`config.mk`:
```
export PLATFORM = sky130hd
export DESIGN_NAME = pc_stack_unit_flat
export DESIGN_NICKNAME = d
export VERILOG_FILES = /design/src/rtl/pc_stack_unit_if.sv /design/src/rtl/pc_stack_unit.sv /design/src/flat_wrapper.sv
export SDC_FILE = /design/constraint.sdc
export NUM_CORES = 1
export LEC_CHECK = 0
export ABC_AREA = 1
export BUFFER_PORTS_ARGS = -buffer_cell sky130_fd_sc_hd__buf_2
export CORE_UTILIZATION = 45
export CTS_BUF_LIST = sky130_fd_sc_hd__clkbuf_4 sky130_fd_sc_hd__clkbuf_8
export CTS_CLUSTER_SIZE = 40
export DETAILED_ROUTE_END_ITERATION = 10
export PLACE_DENSITY = 0.68
export SLEW_MARGIN = 20
export SYNTH_ARGS = -nofsm -noshare
export SYNTH_HDL_FRONTEND = slang
export SYNTH_SLANG_ARGS = --single-unit
```
`constraint.sdc`:
```
create_clock -name clk -period 2.8 [get_ports clk]
set_input_delay 0.14 -clock clk [delete_from_list [all_inputs] [get_ports clk]]
set_output_delay 0.14 -clock clk [all_outputs]
set_load 0.005 [all_outputs]
```
`src/rtl/pc_stack_unit_if.sv`:
```
// Instruction-sequencer bus: per-cycle control into the PC/stack unit and its status back out.
// Latency: none (wires only).
// Backpressure: none; the strobe is the only flow control, and the sequencer always accepts it.
interface pc_stack_unit_if #(
    parameter int PC_W        = 13,
    parameter int STACK_DEPTH = 8
);
    localparam int LVL_W = $clog2(STACK_DEPTH + 1);

    logic             advance;
    logic [2:0]       op;
    logic [PC_W-1:0]  target;
    logic             clr_flags;
    logic [PC_W-1:0]  pc;
    logic [LVL_W-1:0] stack_level;
    logic             stack_full;
    logic             stack_empty;
    logic             overflow;
    logic             underflow;

    modport master (
        output advance, op, target, clr_flags,
        input  pc, stack_level, stack_full, stack_empty, overflow, underflow
    );

    modport slave (
        input  advance, op, target, clr_flags,
        output pc, stack_level, stack_full, stack_empty, overflow, underflow
    );
endinterface

```
`src/rtl/pc_stack_unit.sv`:
```
// Program counter with circular call/return stack, goto/skip modes and sticky stack fault flags.
// Latency: one cycle; the new pc is visible after the edge on which advance is high. pc is registered only.
// Backpressure: none; each advance strobe is consumed. Optional macro STACK_TRAP_EN redirects stack faults to TRAP_VEC.
module pc_stack_unit #(
    parameter int PC_W        = 13,
    parameter int STACK_DEPTH = 8,
    parameter int RESET_VEC   = 0,
    parameter int TRAP_VEC    = 4
) (
    input  logic             clk,
    input  logic             reset,
    pc_stack_unit_if.slave   bus
);
    localparam int LVL_W = $clog2(STACK_DEPTH + 1);
    localparam int PTR_W = $clog2(STACK_DEPTH);

    localparam logic [2:0] OP_INC    = 3'b000;
    localparam logic [2:0] OP_GOTO   = 3'b001;
    localparam logic [2:0] OP_CALL   = 3'b010;
    localparam logic [2:0] OP_RETURN = 3'b011;
    localparam logic [2:0] OP_SKIP   = 3'b100;

    localparam logic [PC_W-1:0]  RESET_PC = PC_W'(RESET_VEC);
    localparam logic [PC_W-1:0]  TRAP_PC  = PC_W'(TRAP_VEC);
    localparam logic [LVL_W-1:0] FULL_LVL = LVL_W'(STACK_DEPTH);
    localparam logic [PTR_W-1:0] LAST_PTR = PTR_W'(STACK_DEPTH - 1);

`ifdef STACK_TRAP_EN
    localparam bit TRAP_EN = 1'b1;
`else
    localparam bit TRAP_EN = 1'b0;
`endif

    logic [PC_W-1:0]  stack_mem [STACK_DEPTH];
    logic [PC_W-1:0]  pc_q, pc_d, pc_inc;
    logic [PTR_W-1:0] wr_ptr, ptr_d, ptr_inc, ptr_dec;
    logic [LVL_W-1:0] level, level_d;
    logic             overflow_q, underflow_q;
    logic             push, ovf_set, unf_set;
    logic             is_full, is_empty;

    assign is_full  = (level == FULL_LVL);
    assign is_empty = (level == '0);
    assign pc_inc   = pc_q + PC_W'(1);
    assign ptr_inc  = (wr_ptr == LAST_PTR) ? '0 : wr_ptr + PTR_W'(1);
    assign ptr_dec  = (wr_ptr == '0) ? LAST_PTR : wr_ptr - PTR_W'(1);

    // Next pc / pointer / level and fault events for the current strobe.
    always_comb begin
        pc_d    = pc_q;
        ptr_d   = wr_ptr;
        level_d = level;
        push    = 1'b0;
        ovf_set = 1'b0;
        unf_set = 1'b0;
        if (bus.advance) begin
            case (bus.op)
                OP_INC:  pc_d = pc_inc;
                OP_GOTO: pc_d = bus.target;
                OP_CALL: begin
                    // A full stack still pushes, overwriting the oldest entry.
                    push  = 1'b1;
                    ptr_d = ptr_inc;
                    pc_d  = bus.target;
                    if (is_full) begin
                        ovf_set = 1'b1;
                        if (TRAP_EN) pc_d = TRAP_PC;
                    end else begin
                        level_d = level + LVL_W'(1);
                    end
                end
                OP_RETURN: begin
                    if (is_empty) begin
                        unf_set = 1'b1;
                        pc_d    = TRAP_EN ? TRAP_PC : pc_inc;
                    end else begin
                        ptr_d   = ptr_dec;
                        pc_d    = stack_mem[ptr_dec];
                        level_d = level - LVL_W'(1);
                    end
                end
                OP_SKIP: pc_d = pc_q + PC_W'(2);
                default: pc_d = pc_q;
            endcase
        end
    end

    // Architectural state; the sticky flags let a same-edge fault win over a clear.
    always_ff @(posedge clk or negedge reset) begin
        if (!reset) begin
            pc_q        <= RESET_PC;
            wr_ptr      <= '0;
            level       <= '0;
            overflow_q  <= 1'b0;
            underflow_q <= 1'b0;
        end else begin
            pc_q        <= pc_d;
            wr_ptr      <= ptr_d;
            level       <= level_d;
            overflow_q  <= ovf_set | (overflow_q & ~bus.clr_flags);
            underflow_q <= unf_set | (underflow_q & ~bus.clr_flags);
        end
    end

    // Return-address storage: one write per cycle, contents are don't-care after reset.
    always_ff @(posedge clk) begin
        if (push && reset) stack_mem[wr_ptr] <= pc_inc;
    end

    assign bus.pc          = pc_q;
    assign bus.stack_level = level;
    assign bus.stack_full  = is_full;
    assign bus.stack_empty = is_empty;
    assign bus.overflow    = overflow_q;
    assign bus.underflow   = underflow_q;
endmodule

```
`src/flat_wrapper.sv`:
```
// flat-port wrapper written by rule: the top's interface ports become plain ports
module pc_stack_unit_flat 
#(
    parameter int PC_W        = 13,
    parameter int STACK_DEPTH = 8,
    parameter int RESET_VEC   = 0,
    parameter int TRAP_VEC    = 4
)
  (clk, reset, bus_advance, bus_op, bus_target, bus_clr_flags, bus_pc, bus_stack_level, bus_stack_full, bus_stack_empty, bus_overflow, bus_underflow);
  pc_stack_unit_if #(.PC_W(PC_W), .STACK_DEPTH(STACK_DEPTH)) bus_i ();
  input  logic clk;
  input  logic reset;
  input wire logic [$bits(bus_i.advance)-1:0] bus_advance;
  input wire logic [$bits(bus_i.op)-1:0] bus_op;
  input wire logic [$bits(bus_i.target)-1:0] bus_target;
  input wire logic [$bits(bus_i.clr_flags)-1:0] bus_clr_flags;
  output wire logic [$bits(bus_i.pc)-1:0] bus_pc;
  output wire logic [$bits(bus_i.stack_level)-1:0] bus_stack_level;
  output wire logic [$bits(bus_i.stack_full)-1:0] bus_stack_full;
  output wire logic [$bits(bus_i.stack_empty)-1:0] bus_stack_empty;
  output wire logic [$bits(bus_i.overflow)-1:0] bus_overflow;
  output wire logic [$bits(bus_i.underflow)-1:0] bus_underflow;
  assign bus_i.advance = bus_advance;
  assign bus_i.op = bus_op;
  assign bus_i.target = bus_target;
  assign bus_i.clr_flags = bus_clr_flags;
  assign bus_pc = bus_i.pc;
  assign bus_stack_level = bus_i.stack_level;
  assign bus_stack_full = bus_i.stack_full;
  assign bus_stack_empty = bus_i.stack_empty;
  assign bus_overflow = bus_i.overflow;
  assign bus_underflow = bus_i.underflow;
  pc_stack_unit #(.PC_W(PC_W), .STACK_DEPTH(STACK_DEPTH), .RESET_VEC(RESET_VEC), .TRAP_VEC(TRAP_VEC)) u_core (.clk(clk), .reset(reset), .bus(bus_i));
endmodule
```
; ---- Word level (Yosys, flattened, before mapping)
; Memories as Yosys holds them, arrays and structs flattened.
; Cells that the tools add are included.
[word_totals]
ff_bits = 22
ramBits = 104
inputBits = 20
output_inout_bits = 21
word_cells = 54
memories = 1
[mem_list]
columns = name, words, width, rd, rd_clocked_by_memory_dff, write_ports, line
row1 = u_core.stack_mem, 8, 13, 1, 0, 1, pc_stack_unit.sv:34  ; logic [PC_W-1:0] stack_mem [STACK_DEPTH];
[op_classes]
addsub = 6
n_eq_ne = 8
n_mux = 19
bitwise_logic = 5
n_reduce_logical = 10
[op_table]
columns = cell, count
row1 = 13-bit one-hot mux with 4 select lines, 1
row2 = 13-bit by 1-bit adder with 13-bit output (second input constant), 1
row3 = 13-bit by 2-bit adder with 13-bit output (second input constant), 1
row4 = 13-bit 2-to-1 mux, 1
row5 = 1-bit 2-to-1 mux, 10
row6 = 3-bit 2-to-1 mux, 3
row7 = 4-bit 2-to-1 mux, 2
row8 = 4-bit one-hot mux with 2 select lines, 1
row9 = 3-bit by 2-bit == test with 1-bit output (second input constant), 2
row10 = 3-bit == test (second input constant), 2
row11 = 3-bit logical NOT, 2
row12 = 3-bit one-hot mux with 2 select lines, 1
row13 = 4-bit by 1-bit adder with 4-bit output (second input constant), 1
row14 = 4-bit == test (second input constant), 1
row15 = 4-bit logical NOT, 1
row16 = 2-bit inequality test (second input constant), 2
row17 = 4-bit AND reduction, 1
row18 = 4-bit nonzero test, 1
row19 = 4-bit by 1-bit subtractor with 4-bit output (second input constant), 1
row20 = 3-bit by 1-bit adder with 3-bit output (second input constant), 1
row21 = 3-bit by 1-bit == test with 1-bit output (second input constant), 1
row22 = 3-bit AND reduction, 1
row23 = 3-bit by 1-bit subtractor with 3-bit output (second input constant), 1
row24 = 1-bit AND, 2
row25 = other kinds (6), 7

; ---- Depth between registers and ports, before layout
[depth]
word_depth = 6
depth_mapped = 13
mapped_depth_nobuf = 12

; ---- Worst setup path after synthesis
; No wires, ideal clock.
[synth_timing]
path_type = register to register
from = register u_core.wr_ptr[0]
to = register u_core.pc_q[7], in the netlist u_core.bus.pc[7]
setup_time_ps = 113
arrival_ps = 1861
required_ps = 2687
path_slack_ps = 826
stages_incl_launch_ff = 13
path_buffers = 2
synth_period_minus_slack_ps = 1974
cell_sequence = dfrtp_1 > inv_2 > ha_1 > ha_1 > buf_2 > buf_4 > or2_2 > nand3_1 > nand3_1 > nand3_1 > nand3_1 > nand2_1 > inv_1
[synth_via]
elab_chain_len = 5
word_cells_on_any_way = 6
cone_classes = 1 x add/sub / 3 x mux / 1 x reduce/logical / 1 x memory
[synth_rtl]
columns = element, line
row1 = "start, declared", pc_stack_unit.sv:36  ; logic [PTR_W-1:0] wr_ptr, ptr_d, ptr_inc, ptr_dec;
row2 = "start signal, assigned", pc_stack_unit.sv:98  ; wr_ptr <= ptr_d;
row3 = 3-bit by 1-bit subtractor with 3-bit output or 3-bit logical NOT (tied branches), pc_stack_unit.sv:46  ; assign ptr_dec = (wr_ptr == '0) ? LAST_PTR : wr_ptr - PTR_W'(1);
row4 = 3-bit 2-to-1 mux *, pc_stack_unit.sv:46
row5 = memory read 8 x 13 bit *, -
row6 = 13-bit 2-to-1 mux *, pc_stack_unit.sv:73  ; if (is_empty) begin
row7 = 13-bit one-hot mux with 4 select lines *, pc_stack_unit.sv:57  ; case (bus.op)
row8 = "end signal, assigned", pc_stack_unit.sv:97  ; pc_q <= pc_d;
row9 = "end, declared", pc_stack_unit.sv:35  ; logic [PC_W-1:0] pc_q, pc_d, pc_inc;
; Every way passes the cells marked *; elsewhere a longest branch is shown, timed or not.
; A chain may end at the register's enable or synchronous reset.

; ---- Final worst setup path
[layout_timing]
from = register u_core.wr_ptr[1]
to = register u_core.pc_q[10], in the netlist u_core.bus.pc[10]
; Same word-level chain as after synthesis.

==> run_results.csv <==
group,metric,value,unit
power_and_ir_drop,intPower,0.00425,W
route,detail-route-antenna-nets,0,
hold_path,worstHoldStart,"bus_target[0]",
sta,slew-limit-headroom,44.6,%
grt,antenna_found_initial,0,
route,drt_first_pass_iters,5,
die,num_rows,42,
sta,min_period,2290,ps
yosys,synth_top_family_by_area,"simple AND/OR/NAND/NOR gates",
finish,diodes,0,
yosys,synth_cell_types,29,
sta,final-max-slew-violation-count,0,
finish,final_cell_mix,"nand2_1 (180), edfxtp_1 (104), nand3_1 (95), inv_1 (89), nor2_1 (62)",
die,dieArea,0.0144,mm^2
yosys,synth_fa_ha_area_share,1.91,%
sta,tightest_slew,828,ps
yosys,synthTopCellsByArea,"edfxtp_1 (50%), nand2_1 (11%), dfrtp_1 (8.8%)",
critical_path,cp.required,3140,ps
critical_path,cp.arrival,2630,ps
finish,layout.area.seq,0.00367,mm^2
yosys,syn_inst,686,
clock_tree,tritoncts,"built",
finish,fillers,1229,
yosys,yosysSeqAreaShare,58.5,%
yosys,synth_ff_type,"edfxtp_1",
yosys,synth-async-reset-ratio,17.5,%
clock_tree,htree_levels,4,
yosys,synthXorXnorAreaFrac,0.976,%
hold_path,worstHoldEndpoint,"u_core.bus.pc[0]",
sta,setup_viol_count_final,0,
route,wl_per_cell,16.7,um
finish,final_cells,927,
yosys,synth_edf_count,104,
yosys,synth-simple-area-share,25.8,%
sta,tns,0,ps
power_and_ir_drop,leakagePower,3.10,nW
clock_tree,clk_pin_slew,80,ps
clock_tree,cts_max_path_buffers,2,
clock_tree,numClockSinks,126,
critical_path,critPathMaxFanout,54,
sta,max_freq,436,MHz
finish,mostFrequentLayoutCell,"nand2_1",
finish,area_growth,13.8,%
yosys,avgSynthCellArea,9.16,um^2
grt,grt_usage,22.8,%
die,io_pins,41,
sta,rsz0062_at_grt,"false",
grt,grt_first_pass_wirelength,24300,um
critical_path,rrSetupSlack,510,ps
finish,fin_nets,767,
grt,grt_max_degree,55,
critical_path,timing.rr.start,"u_core.wr_ptr[1]",
critical_path,ff2ff_path_depth,11,
yosys,ys_seq_elements,126,
sta,hold_viol_final,0,
power_and_ir_drop,combPwrFrac,40.2,%
grt,grt_overflow,0,
die,initial_core_util,46.7,%
die,die_x,120,um
yosys,synth_area,0.00628,mm^2
yosys,synth_top_cell_area_share,49.7,%
finish,drive_above_1_share,14.9,%
route,routed-via-count,4947,
power_and_ir_drop,p_seq_share,35.6,%
sta,fin_crit_sh,82.0,%
route,routed_wl,15400,um
power_and_ir_drop,p_switching,0.00282,W
hold_path,hold_path_depth,5,
clock_tree,clock_latency,440,ps
route,drt-initial-drc-count,485,
critical_path,startpoint_type,"flip-flop",
placement,routabilityCongestion,0.858,
power_and_ir_drop,p_per_area,989,mW/mm^2
critical_path,r2r_end,"u_core.bus.pc[10]",
die,core_region_area,0.0135,mm^2
critical_path,cp-end-kind,"flip-flop",
clock_tree,cts_made_buffers,17,
finish,multi_input_area,0.00212,mm^2
route,drc,0,
yosys,synthMuxAreaShare,0,%
power_and_ir_drop,clkPwrFrac,24.2,%
grt,grt_pass1_vias,4656,
hold_path,hp-class,"in -> reg",
critical_path,critical_path_class,"reg -> reg",
power_and_ir_drop,ir_worst_vdd,0.769,mV
power_and_ir_drop,switching_share,39.9,%
die,die_h,120,um
clock_tree,cts-root-buf,"clkbuf_8",
yosys,synth.yosys.warnings,0,
route,via_per_inst,5.34,
yosys,synth_compound_area_share,5.04,%
run,maxCapViolCount,0,
outcome,outcome,"completed",
placement,hpwl,10200,um
yosys,syn_nets,715,
sta,fin_skew,17.3,ps
yosys,synth_top_area_cell,"edfxtp_1",
placement,numPortBuffers,40,
placement,dp.cells,892,
sequential cells by signal, indices dropped and copies added (netlist names):
signal,cells
u_core.stack_mem,104
u_core.bus.pc,13
u_core.bus.stack_level,4
u_core.wr_ptr,3
u_core.bus.overflow,1
u_core.bus.underflow,1
how the worst max path moves through the flow:
stage / slack (ps) / start / to / depth (start not counted)
3_3_place_gp: 650 / u_core.wr_ptr[1] / u_core.bus.pc[10] / 11
6_report: 510 / u_core.wr_ptr[1] / u_core.bus.pc[10] / 11
4_1_cts: 520 / u_core.wr_ptr[1] / u_core.bus.pc[10] / 11
3_5_place_dp: 550 / u_core.wr_ptr[1] / u_core.bus.pc[10] / 11
5_1_grt: 300 / u_core.wr_ptr[1] / u_core.bus.pc[5] / 11
2_1_floorplan: 830 / u_core.wr_ptr[0] / u_core.bus.pc[7] / 12
power groups by stage:
stage	sequential, W	clock [W]	combinational (W)
after global placement	0.00254	0	0.00272
after detailed placement	0.00255	0	0.00280
final	0.00252	0.00171	0.00284
after CTS	0.00251	0.00174	0.00283
after floorplan	0.00251	0	0.00207
after global routing	0.00254	0.00181	0.00318
worst max-delay path, stage by stage, from the launching register on:
cell and delay (ps):
dfrtp_1 390, inv_1 110, ha_1 190, ha_1 290
buf_4 310, or2_2 370, nand3_1 90, nand3_1 100
nand3_1 130, nand2_1 60, nor2_1 80, nor2_1 40
timing repair:
action / 4_1_cts / 5_1_grt
hold buffers: 3 / 0
resized for setup: 0 / 0
endpoints found under the hold margin: 24 / 0
setup buffers: 0 / 0
per-stage QoR:
stage / hold WS, ps / total power (W) / setup slack [ps] / util, % / instance area [um^2]
floorplan: -156 / 0.00458 / 826 / - / 6280
global route: 97.3 / 0.00753 / 298 / 53.2 / 7150
detailed placement: 230 / 0.00536 / 550 / 49.7 / 6690
finish: 85.9 / 0.00707 / 505 / 53.2 / 7150
CTS: 70.0 / 0.00708 / 520 / 53.2 / 7150
global placement: 230 / 0.00527 / 652 / 49.7 / 6690
routing by layer:
metal	vias to the layer above	wire length, um	track usage, %
li1	2366	-	-
met1	2354	6730	30.7
met2	198	7410	35.8
met3	29	960	4.42
met4	0	342	9.92
met5	-	0	0
layout make-up:
cell class              count  share of cell area [%]
well taps                 176                    3.08
inverters                  91                    4.78
clock buffers              20                    3.67
flip-flops and latches    126                    51.4
repair buffers             58                    5.14
clock inverters            12                    2.34
multi-input cells         444                    29.6
cells in the mapped netlist, drive strengths merged, types with 2 or more instances:
cell      n
buf      23
xor2      6
o22ai     3
a21oi    26
ha        8
and2      4
nand4     8
nand3    95
o21ai    17
nand2   185
dfrtp    22
edfxtp  104
nor2     67
clkbuf    2
o211ai    9
inv      91
or2      12
cell families after synthesis:
group	Yosys count
adder cells (fa/ha/maj)	9
AND/OR/NAND/NOR	372
AO/OA/AOI/OAI	56
flip-flops	126
buffers and inverters	116
XOR/XNOR	7
Power figures use the tool's default switching activity.
